File: config.mk
export PLATFORM = sky130hd
export DESIGN_NAME = vector_cmd_parser
export DESIGN_NICKNAME = d
export VERILOG_FILES = /design/src/rtl/vector_cmd_parser.sv
export SDC_FILE = /design/constraint.sdc
export NUM_CORES = 1
export LEC_CHECK = 0
export BUFFER_PORTS_ARGS = -buffer_cell sky130_fd_sc_hd__clkbuf_2
export CORE_AREA = 2 2 207 209
export CTS_BUF_LIST = sky130_fd_sc_hd__clkbuf_8
export CTS_CLUSTER_DIAMETER = 50
export DETAILED_ROUTE_END_ITERATION = 12
export DIE_AREA = 0 0 209 211
export GPL_TIMING_DRIVEN = 0
export PLACE_DENSITY_LB_ADDON = 0.2
export SYNTH_ARGS = -nofsm -noshare
export SYNTH_HDL_FRONTEND = slang
export SYNTH_SLANG_ARGS = --single-unit
File: constraint.sdc
create_clock -name clk -period 3.9 [get_ports clk]
set_clock_uncertainty 0.1 [all_clocks]
set_input_delay 0 -clock clk [delete_from_list [all_inputs] [get_ports clk]]
set_output_delay 0 -clock clk [all_outputs]
set_load 0.005 [all_outputs]
File: src/rtl/vector_cmd_parser.sv
// Decodes 5-byte UART jump/draw frames into 12-bit X/Y commands, buffers them in a
// FIFO and issues them as single-cycle draw/jump pulses when the line controller is ready.
module vector_cmd_parser #(
  parameter int DEPTH   = 16,
  parameter int TIMEOUT = 100000
) (
  input  logic                     clk,
  input  logic                     reset,
  input  logic                     rx_valid,
  input  logic [7:0]               rx_byte,
  input  logic                     ready,
  output logic [11:0]              x,
  output logic [11:0]              y,
  output logic                     draw,
  output logic                     jump,
  output logic [$clog2(DEPTH):0]   fifo_count,
  output logic                     overflow,
  output logic                     frame_err
);

  localparam int AW = $clog2(DEPTH);
  localparam int CW = AW + 1;
  localparam int TW = $clog2(TIMEOUT + 1);

  typedef enum logic [2:0] {S_IDLE, S_XH, S_XL, S_YH, S_YL} state_t;

  state_t        state, state_nxt;
  logic          op_r;
  logic [5:0]    xh_r, xl_r, yh_r;
  logic [TW-1:0] tmo_cnt;
  logic          err, push_req, push_ok, pop, is_hdr, tmo_hit;
  logic [24:0]   mem [DEPTH];
  logic [24:0]   head;
  logic [AW-1:0] wr_ptr, rd_ptr;

  assign is_hdr  = rx_byte[7];
  assign tmo_hit = (state != S_IDLE) && !rx_valid && (tmo_cnt == TW'(TIMEOUT - 1));

  always_ff @(posedge clk) begin
    if (reset) state <= S_IDLE;
    else       state <= state_nxt;
  end

  // A header always restarts a frame; a header arriving mid-frame also flags the loss.
  always_comb begin
    state_nxt = state;
    err       = 1'b0;
    push_req  = 1'b0;
    if (rx_valid) begin
      if (is_hdr) begin
        err       = (state != S_IDLE);
        state_nxt = S_XH;
      end else begin
        case (state)
          S_IDLE: err = 1'b1;
          S_XH:   state_nxt = S_XL;
          S_XL:   state_nxt = S_YH;
          S_YH:   state_nxt = S_YL;
          S_YL: begin
            push_req  = 1'b1;
            state_nxt = S_IDLE;
          end
          default: state_nxt = S_IDLE;
        endcase
      end
    end else if (tmo_hit) begin
      err       = 1'b1;
      state_nxt = S_IDLE;
    end
  end

  always_ff @(posedge clk) begin
    if (reset || state == S_IDLE || rx_valid || tmo_hit) tmo_cnt <= '0;
    else                                                 tmo_cnt <= tmo_cnt + TW'(1);
  end

  always_ff @(posedge clk) begin
    if (reset) begin
      op_r <= 1'b0;
      xh_r <= '0;
      xl_r <= '0;
      yh_r <= '0;
    end else if (rx_valid) begin
      if (is_hdr) op_r <= rx_byte[0];
      else begin
        case (state)
          S_XH:    xh_r <= rx_byte[5:0];
          S_XL:    xl_r <= rx_byte[5:0];
          S_YH:    yh_r <= rx_byte[5:0];
          default: ;
        endcase
      end
    end
  end

  // A full FIFO drops the frame even if a pop happens in the same cycle.
  assign push_ok = push_req && (fifo_count != CW'(DEPTH));
  assign pop     = ready && (fifo_count != '0) && !(draw || jump);
  assign head    = mem[rd_ptr];

  always_ff @(posedge clk) begin
    if (push_ok && !reset) mem[wr_ptr] <= {op_r, xh_r, xl_r, yh_r, rx_byte[5:0]};
  end

  always_ff @(posedge clk) begin
    if (reset) begin
      wr_ptr     <= '0;
      rd_ptr     <= '0;
      fifo_count <= '0;
      x          <= '0;
      y          <= '0;
      draw       <= 1'b0;
      jump       <= 1'b0;
      overflow   <= 1'b0;
      frame_err  <= 1'b0;
    end else begin
      overflow   <= push_req && !push_ok;
      frame_err  <= err;
      draw       <= 1'b0;
      jump       <= 1'b0;
      fifo_count <= fifo_count + CW'(push_ok) - CW'(pop);
      if (push_ok) wr_ptr <= wr_ptr + AW'(1);
      if (pop) begin
        rd_ptr <= rd_ptr + AW'(1);
        x      <= head[23:12];
        y      <= head[11:0];
        draw   <= head[24];
        jump   <= ~head[24];
      end
    end
  end

endmodule

==> impl_metrics.yaml, run 1 <==
logic_synthesis:
  synth_area_mm2: 0.0186
  synth_edf_count: 400
  syn_nets: 983
  synth_flop_cell: "edfxtp_1"
  yosys_warnings: 0
  ys_types: 50
  synthArstFlopShare: 0
  syn_inst: 958
  postSynthAreaPerCell_um2: 19.4
  synth_seq_cells: 484
  yosysSeqAreaShare: 0.735
flow_run:
  drv_cap: 0
floorplan:
  initial_core_util: 0.446
  die_h_um: 211
  core_area_mm2: 0.0418
  io_pins: 45
  rows: 75
  chipWidth_um: 209
  dieArea_mm2: 0.0441
sta:
  fmax_ghz: 0.312
  slew_violations: 0
  hold_viol_final: 0
  finalCritPeriodShare: 0.821
  fin_crit_ns: 3.20
  report.final.setup_viol: 0
  rsz0062_at_grt: "no"
  slew-limit-headroom: 0.204
  tightestPinTransition_ns: 1.19
  holdWs_ns: 0.0138
routing:
  dr.pass1.iters: 5
  postRouteAntennaNets: 0
  routedWlPerCell_um: 25.3
  viasPerCell: 5.54
  drc: 0
  num_vias: 9439
  wl_um: 43100
  initialDrtViolationCount: 747
placed_design:
  port_buffers: 41
  gp_congestion: 0.751
  dpl_cell_area_mm2: 0.0197
  placed_cells: 1545
  dpl.hpwl_um: 25300
final_layout:
  layout.nets: 1124
  fin_cells: 1703
  fillers: 3341
  drive_above_1_share: 0.271
  finish.utilization: 0.511
  regArea_mm2: 0.0137
  syn_to_final_growth_pct: 14.5
  multiInputGateArea_mm2: 0.00462
  n_antenna_cell: 0
  postLayoutCellArea_mm2: 0.0213
clock_network:
  insertion_delay_ns: 0.62
  cts_max_path_buffers: 3
  root_buffer: "clkbuf_8"
  path_clk_slew_ns: 0.06
  numCtsBuffers: 81
  cts_tree: "built"
  h-tree-depth: 3
  cts_sinks: 484
pwr:
  p_per_area_mw_per_mm2: 519
  max-vdd-ir-drop_uv: 276
  power_uw: 11100
  leakagePower_uw: 0.00739
grt:
  grt_pass1_wl_um: 64000
  grt_pass1_vias: 9755
  antenna_found_initial: 0
  grt_use_total: 0.202
  grt.overflow.total: 0
  grt_max_degree: 26
worst_setup_path:
  worstPathRequired_ns: 4.29
  worst_setup_path_start_kind: "register"
  worstSetupEndpointType: "register"
  cp_max_fo: 6
  r2r_slack_ns: 0.70
  cp.arrival_ns: 3.59
  path_class: "register to register"
min_path:
  hp-class: "primary input to register"
run_status:
  status: "finished, final reports clean"
==> through the flow <==
stage | setup WS (ns) | TNS [ns]
after floorplan | 0.975 | 0
after global placement | -0.252 | -18.32
after detailed placement | 0.663 | 0
after CTS | 0.659 | 0
after global routing | 0.539 | 0
final | 0.697 | 0
==> state kept, by name (all words and copies together), names as in the netlist, named ones only <==
| signal | flops |
|---|---|
| draw | 1 |
| fifo_count | 5 |
| frame_err | 1 |
| jump | 1 |
| mem | 400 |
| op_r | 1 |
| overflow | 1 |
| rd_ptr | 4 |
| state | 3 |
| tmo_cnt | 17 |
| wr_ptr | 4 |
| x | 12 |
| xh_r | 6 |
| xl_r | 6 |
| y | 12 |
| yh_r | 6 |
==> worst max-delay path, stage by stage, from the launching register on <==
cell      delay, ns
dfxtp_1        0.33
inv_1          0.08
ha_1           0.16
or4b_1         0.52
buf_6          0.18
and2_4         0.13
buf_6          0.13
ha_1           0.28
inv_1          0.05
ha_1           0.16
inv_1          0.06
fa_1           0.40
nor2b_1        0.16
o21bai_1       0.11
a21oi_1        0.16
nor3b_1        0.06
==> what timing repair did <==
item	4_1_cts	5_1_grt
buffers inserted	0	0
resized for setup	0	0
hold buffers	10	0
endpoints found under the hold margin	137	0
==> layer usage <==
metal,wire (um),GRT usage,up-vias,part of all wire
met5,0,0,-,0
met1,19300,0.290,4876,0.45
li1,-,-,4166,-
met2,20000,0.312,327,0.47
met4,915,0.0670,0,0.021
met3,2880,0.0424,70,0.067
==> where the power goes <==
| part | internal (uW) | switching [uW] | total [uW] |
|---|---|---|---|
| logic | 537 | 630 | 1170 |
| registers | 5650 | 91.8 | 5740 |
| clock network | 2190 | 1970 | 4160 |
| total | 8370 | 2690 | 11100 |
==> synthesized netlist by cell type (3+ instances only) <==
library cell | number | area, um^2
xnor2_1 | 5 | 43.8
nor2_1 | 43 | 161
dfxtp_1 | 84 | 1680
nor2b_1 | 11 | 68.8
o21ai_0 | 4 | 20.0
nor3_1 | 3 | 15.0
clkbuf_1 | 13 | 48.8
edfxtp_1 | 400 | 12000
nand4_1 | 10 | 62.6
o21ai_1 | 22 | 110
a2bb2oi_1 | 22 | 193
mux4_2 | 100 | 2250
nand2_1 | 13 | 48.8
nor3b_1 | 5 | 37.5
inv_1 | 12 | 45.0
buf_2 | 24 | 120
and4_1 | 4 | 35.0
buf_4 | 3 | 22.5
ha_1 | 12 | 150
and3_1 | 18 | 113
nand3_1 | 16 | 80.1
mux2i_1 | 64 | 641
buf_6 | 10 | 113
xor2_1 | 17 | 149
a21oi_1 | 12 | 60.1
==> worst paths after layout <==
| kind | cells past startpoint | end | startpoint |
|---|---|---|---|
| hold reg to reg | 2 | x[3] | x[3] |
| setup / recovery | 15 | fifo_count[4] | fifo_count[2] |
| setup reg to reg | 15 | fifo_count[4] | fifo_count[2] |
| hold / removal | 4 | state[2] | reset |
==> cell families (layout without fill, tap and decap cells) <==
group	after synthesis	in the layout	synth area share
XOR/XNOR	23	23	0.0112
adder cells (fa/ha/maj)	13	13	0.00914
buffers and inverters	62	268	0.0187
AND/OR/NAND/NOR	139	139	0.0428
multiplexers	164	164	0.155
AO/OA/AOI/OAI	73	73	0.0275
flip-flops	484	484	0.735
==> final cells by class <==
type / instances / share of cell area
Clock buffer: 94 / 0.0607
Inverter: 12 / 0.00211
Buffer: 50 / 0.0143
Sequential cell: 484 / 0.642
Clock inverter: 54 / 0.0103
Timing Repair Buffer: 58 / 0.0220
Multi-Input combinational cell: 412 / 0.217
Tap cell: 539 / 0.0316
==> cell usage in the layout (no fill, tap or decap), types with 3 or more instances in the layout <==
| cell | Yosys | final |
|---|---|---|
| a2bb2oi_1 | 22 | 22 |
| o21ai_1 | 22 | 22 |
| edfxtp_1 | 400 | 400 |
| nor2b_4 | 0 | 3 |
| xnor2_1 | 5 | 5 |
| nor2b_1 | 11 | 8 |
| clkbuf_1 | 13 | 13 |
| clkinv_1 | 0 | 10 |
| clkbuf_8 | 0 | 94 |
| nand4_1 | 10 | 10 |
| a21oi_1 | 12 | 12 |
| dfxtp_1 | 84 | 84 |
| nand3_1 | 16 | 16 |
| nand2_1 | 13 | 13 |
| nor2_1 | 43 | 43 |
| and3_2 | 0 | 13 |
| and3_1 | 18 | 5 |
| mux2i_1 | 64 | 64 |
| and4_1 | 4 | 4 |
| clkbuf_2 | 0 | 41 |
| inv_1 | 12 | 50 |
| clkinv_2 | 0 | 3 |
| o21ai_0 | 4 | 4 |
| xor2_1 | 17 | 17 |
| nor3_1 | 3 | 3 |
| buf_4 | 3 | 3 |
| buf_2 | 24 | 24 |
| ha_1 | 12 | 12 |
| buf_12 | 0 | 4 |
| buf_6 | 10 | 10 |
| nor3b_1 | 5 | 5 |
| buf_16 | 0 | 3 |
| dlygate4sd3_1 | 0 | 10 |
| mux4_2 | 100 | 100 |
Note: power is estimated with default switching activity, not from simulation.
==> run 2: changes to the inputs <==
--- a/config.mk
+++ b/config.mk
@@ -5,12 +5,13 @@
 export SDC_FILE = /design/constraint.sdc
 export NUM_CORES = 1
 export LEC_CHECK = 0
+export ABC_AREA = 1
 export BUFFER_PORTS_ARGS = -buffer_cell sky130_fd_sc_hd__clkbuf_2
-export CORE_AREA = 2 2 207 209
+export CORE_AREA = 2 2 217 219
 export CTS_BUF_LIST = sky130_fd_sc_hd__clkbuf_8
 export CTS_CLUSTER_DIAMETER = 50
 export DETAILED_ROUTE_END_ITERATION = 12
-export DIE_AREA = 0 0 209 211
+export DIE_AREA = 0 0 219 221
 export GPL_TIMING_DRIVEN = 0
 export PLACE_DENSITY_LB_ADDON = 0.2
 export SYNTH_ARGS = -nofsm -noshare
==> constraint.sdc (replaced) <==
create_clock -name clk -period 3.1 [get_ports clk]
set_clock_uncertainty 0.1 [all_clocks]
set_input_delay 0 -clock clk [delete_from_list [all_inputs] [get_ports clk]]
set_output_delay 0 -clock clk [all_outputs]
set_load 0.005 [all_outputs]
==> run 2 against run 1 <==
Net effect: first-iteration DRC count grew 100%; via count grew 55%; sequential cell count is the same; synthesized area grew 10%; global-route usage grew 3.7 points; combinational power grew to 3.7 times the previous value; register-to-register slack lost 0.43 ns; non-clock buffer count grew 59; largest cell class unchanged; largest power group unchanged.
==> impl_metrics.yaml, run 2 <==
grt:
  grt.overflow.total: 0
  grt_use_total: 0.240
  grt_max_degree: 21
  grt_pass1_vias: 14000
  grt_pass1_wl_um: 85100
  antenna_found_initial: 0
final_layout:
  layout.nets: 2225
  largest_register: "mem"
  n_antenna_cell: 0
  mostFrequentLayoutCells: "646 x nand2_1, 400 x edfxtp_1, 296 x inv_1, 293 x nand3_1, 128 x nor2_1"
  regArea_mm2: 0.0137
  final_common_cell: "nand2_1"
  largest_reg_flops: 400
  postLayoutCellArea_mm2: 0.0237
  syn_to_final_growth_pct: 15.5
  drive_above_1_share: 0.117
  multiInputGateArea_mm2: 0.00534
  fillers: 4179
  reg.largest.list: "mem: 400 flops, tmo_cnt: 17 flops"
logic_synthesis:
  muxShareOfSynthArea: 0
  yosys_warnings: 0
  synth_compound_area_frac: 0.0154
  synth_commonest_cells: "647 x nand2_1, 400 x edfxtp_1, 293 x nand3_1"
  synthTopCellsByArea: "edfxtp_1 59%, nand2_1 12%, dfxtp_1 8.2%"
  synth-simple-area-share: 0.227
  yosysSeqAreaShare: 0.668
  synth_area_mm2: 0.0205
  syn_nets: 2069
  synth_edf_count: 400
  syn_inst: 2044
  synth_flop_cell: "edfxtp_1"
  synth.top_cell.area_share: 0.586
  synth-xor-area-share: 0.00427
  synth_top_family_by_area: "simple AND/OR/NAND/NOR gates"
  synth_adder_area_share: 0.00830
  postSynthAreaPerCell_um2: 10.0
  synthArstFlopShare: 0
  synth_most_common_cell: "nand2_1"
  synth_seq_cells: 484
  synth_top_area_cell: "edfxtp_1"
  ys_types: 36
routing:
  postRouteAntennaNets: 0
  routedWlPerCell_um: 19.9
  initialDrtViolationCount: 1503
  wl_um: 57100
  dr.pass1.iters: 5
  viasPerCell: 5.09
  drc: 0
  num_vias: 14600
clock_network:
  cts_tree: "built"
  cts_max_path_buffers: 3
  numCtsBuffers: 83
  insertion_delay_ns: 0.65
  h-tree-depth: 3
  root_buffer: "clkbuf_8"
  path_clk_slew_ns: 0.06
  cts_sinks: 484
sta:
  tns_ns: 0
  report.final.setup_viol: 0
  slew_violations: 0
  fmax_ghz: 0.353
  rsz0062_at_grt: "no"
  holdWs_ns: 0.143
  fin_crit_ns: 2.83
  hold_viol_final: 0
  tightestPinTransition_ns: 1.02
  finalCritPeriodShare: 0.914
  slew-limit-headroom: 0.320
worst_setup_path:
  worstSetupEndpointType: "register"
  cp-endpoint: "fifo_count[4]"
  r2r_cells: 14
  critPathSlowestCell: "fa_1"
  startpoint: "fifo_count[3]"
  worst_setup_path_start_kind: "register"
  critPathBufInv: 5
  path_delay_family: "adder cells"
  worstPathRequired_ns: 3.58
  crit_chain: "inv_1, ha_1, nand4_1, nand2_2, inv_4, buf_4, ha_1, inv_1, ha_1, inv_1, fa_1, o31ai_2, o21ai_0, a21oi_1"
  r2r_slack_ns: 0.27
  r2r_start: "fifo_count[3]"
  r2r_end: "fifo_count[4]"
  worst-path-stages: 14
  cp_max_fo: 10
  path_class: "register to register"
  slowest_delay_ns: 0.44
  cp.arrival_ns: 3.31
floorplan:
  dieArea_mm2: 0.0484
  initial_core_util: 0.445
  rows: 79
  chipWidth_um: 219
  io_pins: 45
  die_h_um: 221
  core_area_mm2: 0.0461
placed_design:
  dpl_cell_area_mm2: 0.0220
  port_buffers: 41
  gp_congestion: 0.834
  dpl.hpwl_um: 38100
pwr:
  p_clk_frac: 0.312
  p_int_uw: 11200
  leakagePower_uw: 0.00995
  pwr-share-seq: 0.434
  max-vdd-ir-drop_uv: 427
  p_per_area_mw_per_mm2: 711
  switchingPower_uw: 5640
  p_comb_frac: 0.255
  switching_share: 0.335
flow_run:
  drv_cap: 0
run_status:
  status: "finished, final reports clean"
min_path:
  hp-class: "primary input to register"
==> run 2: cell types whose count changed after synthesis, moves of 22 or more <==
| cell | previous run | this run |
|---|---|---|
| nand2_1 | 13 | 647 |
| nand3_1 | 16 | 293 |
| inv_1 | 12 | 261 |
| nor2_1 | 43 | 144 |
| mux4_2 | 100 | 0 |
| mux2i_1 | 64 | 0 |
| o21ai_0 | 4 | 31 |
| buf_2 | 24 | 49 |
| a2bb2oi_1 | 22 | 0 |
==> run 2: tightest hold or removal path: cells and delay by family <==
kind                   cells  cell delay (ns)
buffers and inverters      2             0.69
AND/OR/NAND/NOR            1             0.08
AO/OA/AOI/OAI              1             0.06
==> run 2: layout make-up <==
| type | count | area share |
|---|---|---|
| multi-input combinational | 1198 | 0.226 |
| clock inverter | 65 | 0.0119 |
| timing repair buffer | 71 | 0.0328 |
| inverter | 266 | 0.0424 |
| buffer | 96 | 0.0250 |
| sequential | 484 | 0.578 |
| tap | 607 | 0.0321 |
| clock buffer | 89 | 0.0517 |
==> run 2: how the worst min path moves through the flow <==
stage,from,endpoint,slack (ns),cells after the start
6_report,rx_valid,frame_err,0.14,4
5_1_grt,rx_valid,frame_err,0.12,4
4_1_cts,rx_valid,frame_err,0.08,4
3_5_place_dp,rx_byte[7],op_r,0.20,3
3_3_place_gp,rx_byte[7],op_r,0.20,3
2_1_floorplan,rx_byte[0],mem[0][0],-0.001,0
==> run 2: per-layer routing <==
| metal | wire, um | global-route usage | vias to the layer above |
|---|---|---|---|
| met3 | 4170 | 0.0388 | 124 |
| met4 | 2220 | 0.100 | 0 |
| met2 | 26800 | 0.385 | 558 |
| li1 | - | - | 6986 |
| met5 | 0 | 0 | - |
| met1 | 24000 | 0.323 | 6963 |
==> run 2: cell families (layout without fill, tap and decap cells) <==
family / count (synthesis) / in the layout
flops: 484 / 484
compound gates: 61 / 61
buf+inv: 362 / 587
xor+xnor: 10 / 10
simple gates: 1114 / 1114
fa+ha+maj: 13 / 13
==> run 2: power by group through the flow <==
stage / clock network (uW) / registers (uW) / logic [uW]
after floorplan: 0 / 7430 / 2670
after global placement: 0 / 7420 / 4190
after detailed placement: 0 / 7430 / 4230
after CTS: 5340 / 7300 / 4300
after global routing: 5640 / 7320 / 4730
final: 5250 / 7300 / 4280
==> run 2: repair_timing <==
item	4_1_cts	5_1_grt
hold endpoints to repair	146	0
hold buffers	13	0
resized for setup	3	1
setup buffers	1	0
setup endpoints to repair	1	1
==> run 2: metrics by stage <==
step | setup WS (ns) | instances | power (uW) | util
5_1_grt | 0.0357 | 2876 | 17700 | 0.514
3_5_place_dp | -0.245 | 2708 | 11700 | 0.478
2_1_floorplan | 0.460 | 2044 | 10100 | -
3_3_place_gp | -1.14 | 2692 | 11600 | 0.466
4_1_cts | 0.170 | 2876 | 16900 | 0.514
6_report | 0.268 | 2876 | 16800 | 0.514
